$ cat src/rtl/bus_arbiter_rr_if.sv
// Bus-side signals between the round-robin arbiter, its four requesters and the
// shared 4:1 tri-state multiplexer.
interface bus_arbiter_rr_if;
    localparam int unsigned N_REQ = 4;

    logic [N_REQ-1:0] req;
    logic [N_REQ-1:0] done;
    logic [N_REQ-1:0] gnt;
    logic [1:0]       S;
    logic             oe;
    logic             busy;
    logic             timeout;

    modport master (
        input  req,
        input  done,
        output gnt,
        output S,
        output oe,
        output busy,
        output timeout
    );

    modport slave (
        output req,
        output done,
        input  gnt,
        input  S,
        input  oe,
        input  busy,
        input  timeout
    );
endinterface

$ cat src/rtl/bus_arbiter_rr.sv
// Round-robin owner selection for a shared 4:1 tri-state bus, with a mandatory
// undriven turnaround between owners and an optional hold limit per grant.
module bus_arbiter_rr #(
    parameter int unsigned MAX_HOLD = 8,
    parameter int unsigned HOLD_W   = 4
) (
    input  logic             clk,
    input  logic             rst,
    bus_arbiter_rr_if.master bus
);
    typedef enum logic [1:0] {IDLE, SETUP, OWN, TURN} state_e;

    localparam logic [HOLD_W-1:0] HOLD_LAST = HOLD_W'(MAX_HOLD - 1);

    state_e            state_q;
    logic [1:0]        owner_q;
    logic [1:0]        last_q;
    logic [HOLD_W-1:0] hold_q;
    logic [3:0]        gnt_q;
    logic [1:0]        s_q;
    logic              oe_q;
    logic              busy_q;
    logic              timeout_q;

    logic [1:0] win_c;
    logic [1:0] idx_c;
    logic       limit_c;
    logic       done_own_c;
    logic       drop_c;

    // Cyclic search from last+1; walking downwards lets the nearest requester win.
    always_comb begin
        win_c = last_q;
        idx_c = '0;
        for (int k = 4; k >= 1; k--) begin
            idx_c = last_q + 2'(k);
            if (bus.req[idx_c]) begin
                win_c = idx_c;
            end
        end
    end

    assign limit_c    = (MAX_HOLD != 0) && (hold_q == HOLD_LAST);
    assign done_own_c = bus.done[owner_q];
    assign drop_c     = !bus.req[owner_q];

    always_ff @(posedge clk) begin
        if (rst) begin
            state_q   <= IDLE;
            owner_q   <= 2'd0;
            last_q    <= 2'd3;
            hold_q    <= '0;
            gnt_q     <= 4'b0000;
            s_q       <= 2'd0;
            oe_q      <= 1'b0;
            busy_q    <= 1'b0;
            timeout_q <= 1'b0;
        end else begin
            timeout_q <= 1'b0;
            case (state_q)
                IDLE: begin
                    if (|bus.req) begin
                        owner_q <= win_c;
                        s_q     <= win_c;
                        gnt_q   <= 4'b0001 << win_c;
                        busy_q  <= 1'b1;
                        state_q <= SETUP;
                    end
                end
                SETUP: begin
                    hold_q  <= '0;
                    oe_q    <= 1'b1;
                    state_q <= OWN;
                end
                OWN: begin
                    hold_q <= hold_q + HOLD_W'(1);
                    if (done_own_c || drop_c || limit_c) begin
                        oe_q      <= 1'b0;
                        gnt_q     <= 4'b0000;
                        // A voluntary release in the limit cycle is not a timeout.
                        timeout_q <= limit_c && !done_own_c && !drop_c;
                        state_q   <= TURN;
                    end
                end
                TURN: begin
                    last_q  <= owner_q;
                    busy_q  <= 1'b0;
                    state_q <= IDLE;
                end
                default: state_q <= IDLE;
            endcase
        end
    end

    assign bus.gnt     = gnt_q;
    assign bus.S       = s_q;
    assign bus.oe      = oe_q;
    assign bus.busy    = busy_q;
    assign bus.timeout = timeout_q;
endmodule
$ cat src/flat_wrapper.sv
// flat-port wrapper written by rule: the top's interface ports become plain ports
module bus_arbiter_rr_flat 
#(
    parameter int unsigned MAX_HOLD = 8,
    parameter int unsigned HOLD_W   = 4
)
  (clk, rst, bus_req, bus_done, bus_gnt, bus_S, bus_oe, bus_busy, bus_timeout);
  bus_arbiter_rr_if bus_i ();
  input  logic clk;
  input  logic rst;
  input wire logic [$bits(bus_i.req)-1:0] bus_req;
  input wire logic [$bits(bus_i.done)-1:0] bus_done;
  output wire logic [$bits(bus_i.gnt)-1:0] bus_gnt;
  output wire logic [$bits(bus_i.S)-1:0] bus_S;
  output wire logic [$bits(bus_i.oe)-1:0] bus_oe;
  output wire logic [$bits(bus_i.busy)-1:0] bus_busy;
  output wire logic [$bits(bus_i.timeout)-1:0] bus_timeout;
  assign bus_i.req = bus_req;
  assign bus_i.done = bus_done;
  assign bus_gnt = bus_i.gnt;
  assign bus_S = bus_i.S;
  assign bus_oe = bus_i.oe;
  assign bus_busy = bus_i.busy;
  assign bus_timeout = bus_i.timeout;
  bus_arbiter_rr #(.MAX_HOLD(MAX_HOLD), .HOLD_W(HOLD_W)) u_core (.clk(clk), .rst(rst), .bus(bus_i));
endmodule
$ cat config.mk
export PLATFORM = sky130hd
export DESIGN_NAME = bus_arbiter_rr_flat
export DESIGN_NICKNAME = d
export VERILOG_FILES = /design/src/rtl/bus_arbiter_rr_if.sv /design/src/rtl/bus_arbiter_rr.sv /design/src/flat_wrapper.sv
export SDC_FILE = /design/constraint.sdc
export NUM_CORES = 1
export LEC_CHECK = 0
export ABC_AREA = 1
export BUFFER_PORTS_ARGS = -buffer_cell sky130_fd_sc_hd__buf_4
export CAP_MARGIN = 20
export CORE_ASPECT_RATIO = 1.2
export CORE_MARGIN = 8
export CORE_UTILIZATION = 53
export DETAILED_ROUTE_END_ITERATION = 10
export HOLD_SLACK_MARGIN = 0.02
export PLACE_DENSITY = 0.88
export SYNTH_ARGS = -nofsm -noshare
export SYNTH_HDL_FRONTEND = slang
export SYNTH_SLANG_ARGS = --single-unit
$ cat constraint.sdc
create_clock -name clk -period 1.5 [get_ports clk]
set_clock_uncertainty 0.05 [all_clocks]
set_input_delay 0.3 -clock clk [delete_from_list [all_inputs] [get_ports clk]]
set_output_delay 0.3 -clock clk [all_outputs]
set_load 0.01 [all_outputs]
* Yosys cells after proc, flatten, opt, wreduce, memory -nomap -nowiden
Index checks and enable logic that the tools add are counted.
** Storage, ports and cells
- Input port bits :: 10
- Output and inout bits :: 9
- Logic and storage cells :: 66
- Register bits after elaboration :: 17
** Operators by class
- Equal/unequal tests :: 6
- Reductions and logical operators :: 17
- Shift operators :: 1
- Mux-type cells :: 24
- Magnitude comparators :: 4
- Bitwise operators :: 2
- Add/sub/neg operators :: 4
** Operators with widths (count)
- one-hot mux 4 bit (2 select lines) :: 2
- less-than comparator 2 x 3 -> 1 bit, second input constant :: 4
- binary-select mux 1 bit (select 2 bit) :: 5
- two-way mux 2 bit :: 5
- two-way mux 4 bit :: 2
- one-hot mux 2 bit (4 select lines) :: 1
- AND reduction 2 bit :: 4
- two-way mux 1 bit :: 7
- nonzero test 2 bit :: 3
- adder 2 bit, second input constant :: 2
- adder 4 x 1 -> 4 bit, second input constant :: 1
- equality test 2 bit, second input constant :: 2
- equality test 4 x 3 -> 1 bit, second input constant :: 1
- != test 2 x 1 -> 1 bit, second input constant :: 2
- one-hot mux 1 bit (2 select lines) :: 2
- OR reduction 4 bit :: 1
- << shifter 1 x 2 -> 4 bit, first input constant :: 1
- AND reduction 3 bit :: 1
- OR reduction 3 bit :: 1
- adder 2 x 1 -> 2 bit, second input constant :: 1
- equality test 2 x 1 -> 1 bit, second input constant :: 1
- logical AND 1 bit :: 2
- zero test 1 bit :: 2
- zero test 2 bit :: 1
- 2 further kinds :: 4

* Depth between registers and ports, before layout
- Depth in word-level cells :: 9
- Mapped depth :: 14
- Depth with buffers taken out :: 13

* Worst setup path before layout
OpenSTA, ideal clock, no wires.
- Path type :: flip-flop to flip-flop
- Start :: register u_core.state_q[0]
- End :: register u_core.hold_q[3]
- Clock period less this slack :: 1.322 ns
- Path buffers :: 1
- Arrival time :: 1.194 ns
- Data required time :: 1.372 ns
- Setup time :: 0.078 ns
- Path slack :: 0.178 ns
- Stages on the path, launching flop included :: 8
- Path through :: dfxtp_1 -> inv_1 -> ha_1 -> clkbuf_1 -> nand2_1 -> inv_1 -> a31oi_1 -> nor3_1
** On the way
- Cells in the longest elaborated chain, start to end :: 2
- Elaborated cells on any way between the ends :: 4
- Those cells by class :: eq/ne (2); mux (1); reduce/logical (1)
** Ends and longest elaborated chain
- start, declared :: RTL line bus_arbiter_rr.sv:15 : state_e state_q;
- start signal, assigned :: RTL line bus_arbiter_rr.sv:49 : state_q <= IDLE;
- start signal, assigned :: RTL line bus_arbiter_rr.sv:67 : state_q <= SETUP;
- start signal, assigned :: RTL line bus_arbiter_rr.sv:73 : state_q <= OWN;
- equality test 2 bit or equality test 2 x 1 -> 1 bit (tied branches) :: RTL line bus_arbiter_rr.sv:60 : case (state_q)
- one-hot mux 4 bit (2 select lines) or nonzero test 2 bit (tied branches)
- end signal, assigned :: RTL line bus_arbiter_rr.sv:76 : hold_q <= hold_q + HOLD_W'(1);
- end, declared :: RTL line bus_arbiter_rr.sv:18 : logic [HOLD_W-1:0] hold_q;
Parallel ways exist; a longest one is shown, timed or not.
A chain may end at the register's enable or synchronous reset.

* Worst setup path in the final report
- Start :: register u_core.last_q[0]
- End :: register u_core.gnt_q[1], in the netlist u_core.bus.gnt[1]
** On the way
- Cells in the longest elaborated chain, start to end :: 9
- Elaborated cells on any way between the ends :: 15
- Those cells by class :: add/sub (3); shift (1); mux (11)
** Ends and longest elaborated chain
- start, declared :: RTL line bus_arbiter_rr.sv:17 : logic [1:0] last_q;
- start signal, assigned :: RTL line bus_arbiter_rr.sv:86 : last_q <= owner_q;
- adder 2 bit :: RTL line bus_arbiter_rr.sv:36 : idx_c = last_q + 2'(k);
- binary-select mux 1 bit (select 2 bit) :: RTL line bus_arbiter_rr.sv:37 : if (bus.req[idx_c]) begin
- two-way mux 1 bit (not written as such) :: RTL line bus_arbiter_rr.sv:37
- two-way mux 2 bit (2 in series) :: RTL line bus_arbiter_rr.sv:37
- two-way mux 2 bit * :: RTL line bus_arbiter_rr.sv:37
- << shifter 1 x 2 -> 4 bit * :: RTL line bus_arbiter_rr.sv:65 : gnt_q <= 4'b0001 << win_c;
- two-way mux 4 bit * :: RTL line bus_arbiter_rr.sv:62 : if (|bus.req) begin
- one-hot mux 4 bit (2 select lines) * :: RTL line bus_arbiter_rr.sv:60
- end signal, assigned :: RTL line bus_arbiter_rr.sv:65
- end, declared :: RTL line bus_arbiter_rr.sv:19 : logic [3:0] gnt_q;
Every way passes the cells marked *; elsewhere a longest branch is shown, timed or not. The select of a mux whose other input is x is not followed.

==> results.yml <==
worst_setup_path:
  path_max_fanout: 8
  worst_ep_required_time_ns: 1.68
  r2r-end: "u_core.bus.gnt[1]"
  worstSetupPathType: "reg2reg"
  crit_arrival_ns: 1.70
  crit_path_end_kind: "register"
  startpoint_type: "register"
  r2r_slack_ns: -0.02
  r2r-start: "u_core.last_q[0]"
  reg2reg_depth: 12
layout:
  drive_gt1_share_pct: 41.7
  fill_cells: 145
  final_core_util_pct: 72.0
  n_antenna_cell: 0
  area_growth_pct: 32.3
  fin_nets: 183
clocking:
  cts_tree: "yes"
  hold_buffers: 0
  cts.path.max_buffers: 2
  h-tree-depth: 1
  cts.sinks: 17
  cts_root_buf: "clkbuf_4"
  clkLatencyLatePin_ns: 0.30
  cts_inserted_buffers: 3
  clk_pin_slew_worst_paths_ns: 0.11
logic_synthesis:
  yosysTopAreaCell: "dfxtp_1"
  synth_edf_count: 0
  syn_avg_cell_area_sq_um: 6.77
  yosysSeqAreaShare_pct: 35.4
  netlist_area_sq_um: 961
  synth_simple_gate_area_share_pct: 36.5
  synth_compound_area_share_pct: 12.8
  synth_most_common_cell: "nand2_1"
  synthDistinctLibCells: 22
  synth.area.mux_share_pct: 0
  synth-xor-area-share_pct: 0
  synth_top_family_by_area: "simple AND/OR/NAND/NOR gates"
  synth_top_flop_cell: "dfxtp_1"
  yosysWarnings: 0
  synthAdderAreaFrac_pct: 5.21
  synth-async-reset-ratio_pct: 0
  synth.area.top_cells: "dfxtp_1 (35%), nand2_1 (15%), a21oi_1 (7.8%)"
  synth_top_area_share_pct: 35.4
  synth-seq-cells: 17
  synthTopCellsByCount: "nand2_1 (39), dfxtp_1 (17), a21oi_1 (15)"
  synth_cells: 142
  syn_nets: 156
placed_design:
  globalplace.congestion: 0.961
  dp_hpwl_microns: 1920
  port_buffers: 18
floorplan:
  die_h_microns: 62.6
  std_cell_rows: 17
  coreArea_sq_mm: 0.00177
  initial_core_util_pct: 54.4
  fp.dieW_microns: 54.9
  ios: 19
  die_area_sq_mm: 0.00344
pwr:
  p_total_mw: 2.29
  ir_drop_uv: 1030
  power_density_mw_per_mm2: 1800
  p_leak_nw: 0.611
sta:
  layout_setup_ws_ns: -0.0172
  period_minus_slack_ns: 1.52
  rsz0062_at_grt: "yes"
  fin_tns_setup_ns: -0.0299
  min_period_over_period_pct: 101
  setup_violations: 3
  hold_viol: 0
  slew_headroom_pct: 73.0
  slew_viol_final: 0
  tightest_slew_ns: 0.403
  fmax_ghz: 0.659
detailed_routing:
  firstDrtPassIters: 4
  drc: 0
  via_per_inst: 5.46
  route.vias.total: 1021
  drt_iter0_markers: 20
  routedWlPerCell_microns: 14.2
  ant_nets: 0
  wirelength_microns: 2650
min_path:
  whs_endpoint: "u_core.bus.gnt[2]"
  hp-start: "rst"
  hp-class: "in2reg"
  holdPathStages: 2
flow_run:
  max_cap_viol_count: 0
status:
  violations: "setup timing"
  status: "finished with violations"
global_routing:
  overflow: 0
  grt_pass1_vias: 968
  grt_max_degree: 11
  antenna_found_initial: 0
  grt_first_pass_wirelength_microns: 4000
  grt_usage_pct: 14.8
## metrics by stage
stage / setup slack [ns] / cell area (sq um) / hold WS (ns) / cells
floorplan: 0.178 / 961 / 0.412 / 142
global placement: 0.00751 / 1120 / 0.404 / 178
detailed placement: -0.0950 / 1120 / 0.406 / 178
CTS: 0.000650 / 1150 / 0.185 / 182
global route: -0.141 / 1270 / 0.180 / 187
finish: -0.0172 / 1270 / 0.193 / 187
## worst max path at each step
stage / cells after the start / startpoint / slack (ns) / endpoint
floorplan: 7 / u_core.state_q[0] / 0.18 / u_core.hold_q[3]
global route: 13 / u_core.last_q[0] / -0.14 / u_core.bus.gnt[3]
finish: 12 / u_core.last_q[0] / -0.02 / u_core.bus.gnt[1]
CTS: 12 / u_core.last_q[0] / 0.0007 / u_core.bus.gnt[1]
detailed placement: 12 / u_core.last_q[0] / -0.1 / u_core.bus.gnt[1]
global placement: 10 / u_core.last_q[0] / 0.008 / u_core.bus.gnt[3]
## worst max-delay path, stage by stage (launching register included)
cell and delay (ns):
dfxtp_4 0.43, inv_8 0.06, nand2_1 0.07, nand3_2 0.08, nand2_1 0.10, inv_2 0.04
nand2_2 0.06, nand2_1 0.05, nand2_1 0.06, nand2_2 0.09, nor2_4 0.13, nand3_2 0.08
a21oi_2 0.14
## registers in the layout, summed over array words and instances, names as in the netlist
signal and cells:
u_core.owner_q 2, u_core.bus.timeout 1, u_core.bus.gnt 4, u_core.hold_q 4
u_core.state_q 2, u_core.last_q 2, u_core.bus.busy 1, u_core.bus.oe 1
## routing by layer
metal / track usage (%) / vias to the layer above / part of all wire, %
li1: - / 515 / -
met1: 15.2 / 472 / 40
met2: 26.1 / 25 / 54
met3: 2.14 / 9 / 3.4
met4: 8.02 / 0 / 3.1
met5: 0 / - / 0
## final cells by class
cell class / count / area (sq um) / area share, %
tap: 19 / 23.8 / 1.87
multi-input combinational: 103 / 597 / 46.9
clock buffer: 3 / 22.5 / 1.77
timing repair buffer: 25 / 188 / 14.8
clock inverter: 1 / 5.00 / 0.394
inverter: 19 / 78.8 / 6.20
sequential: 17 / 357 / 28.1
## where the power goes
group	internal, mW	switching, mW
logic	0.528	0.772
registers	0.610	0.129
clock network	0.0994	0.156
## layout by cell type, fill, tap and decap left out, types with 3 or more instances in the layout
cell      count
nand4_1       3
dfxtp_4       3
clkbuf_4      3
dfxtp_2       4
inv_1        11
inv_2         7
nor2_1        5
nand3_2       3
nand2_1      32
dfxtp_1      10
nand3_1       6
nor3_1        4
a21oi_1      12
o21ai_0       5
a21oi_2       3
buf_4        25
nand2_2      14
## what timing repair did
action / CTS / global route
cloned: 0 / 0
pin swaps: 0 / 13
gates resized for setup: 4 / 28
endpoints found under the setup margin: 4 / 7
setup buffers: 0 / 5
## cells by family after synthesis
kind of cell | count (synthesis)
AND/OR/NAND/NOR | 75
AO/OA/AOI/OAI | 24
buffers and inverters | 22
flip-flops | 17
adder cells (fa/ha/maj) | 4
Power figures use the tool's default switching activity.
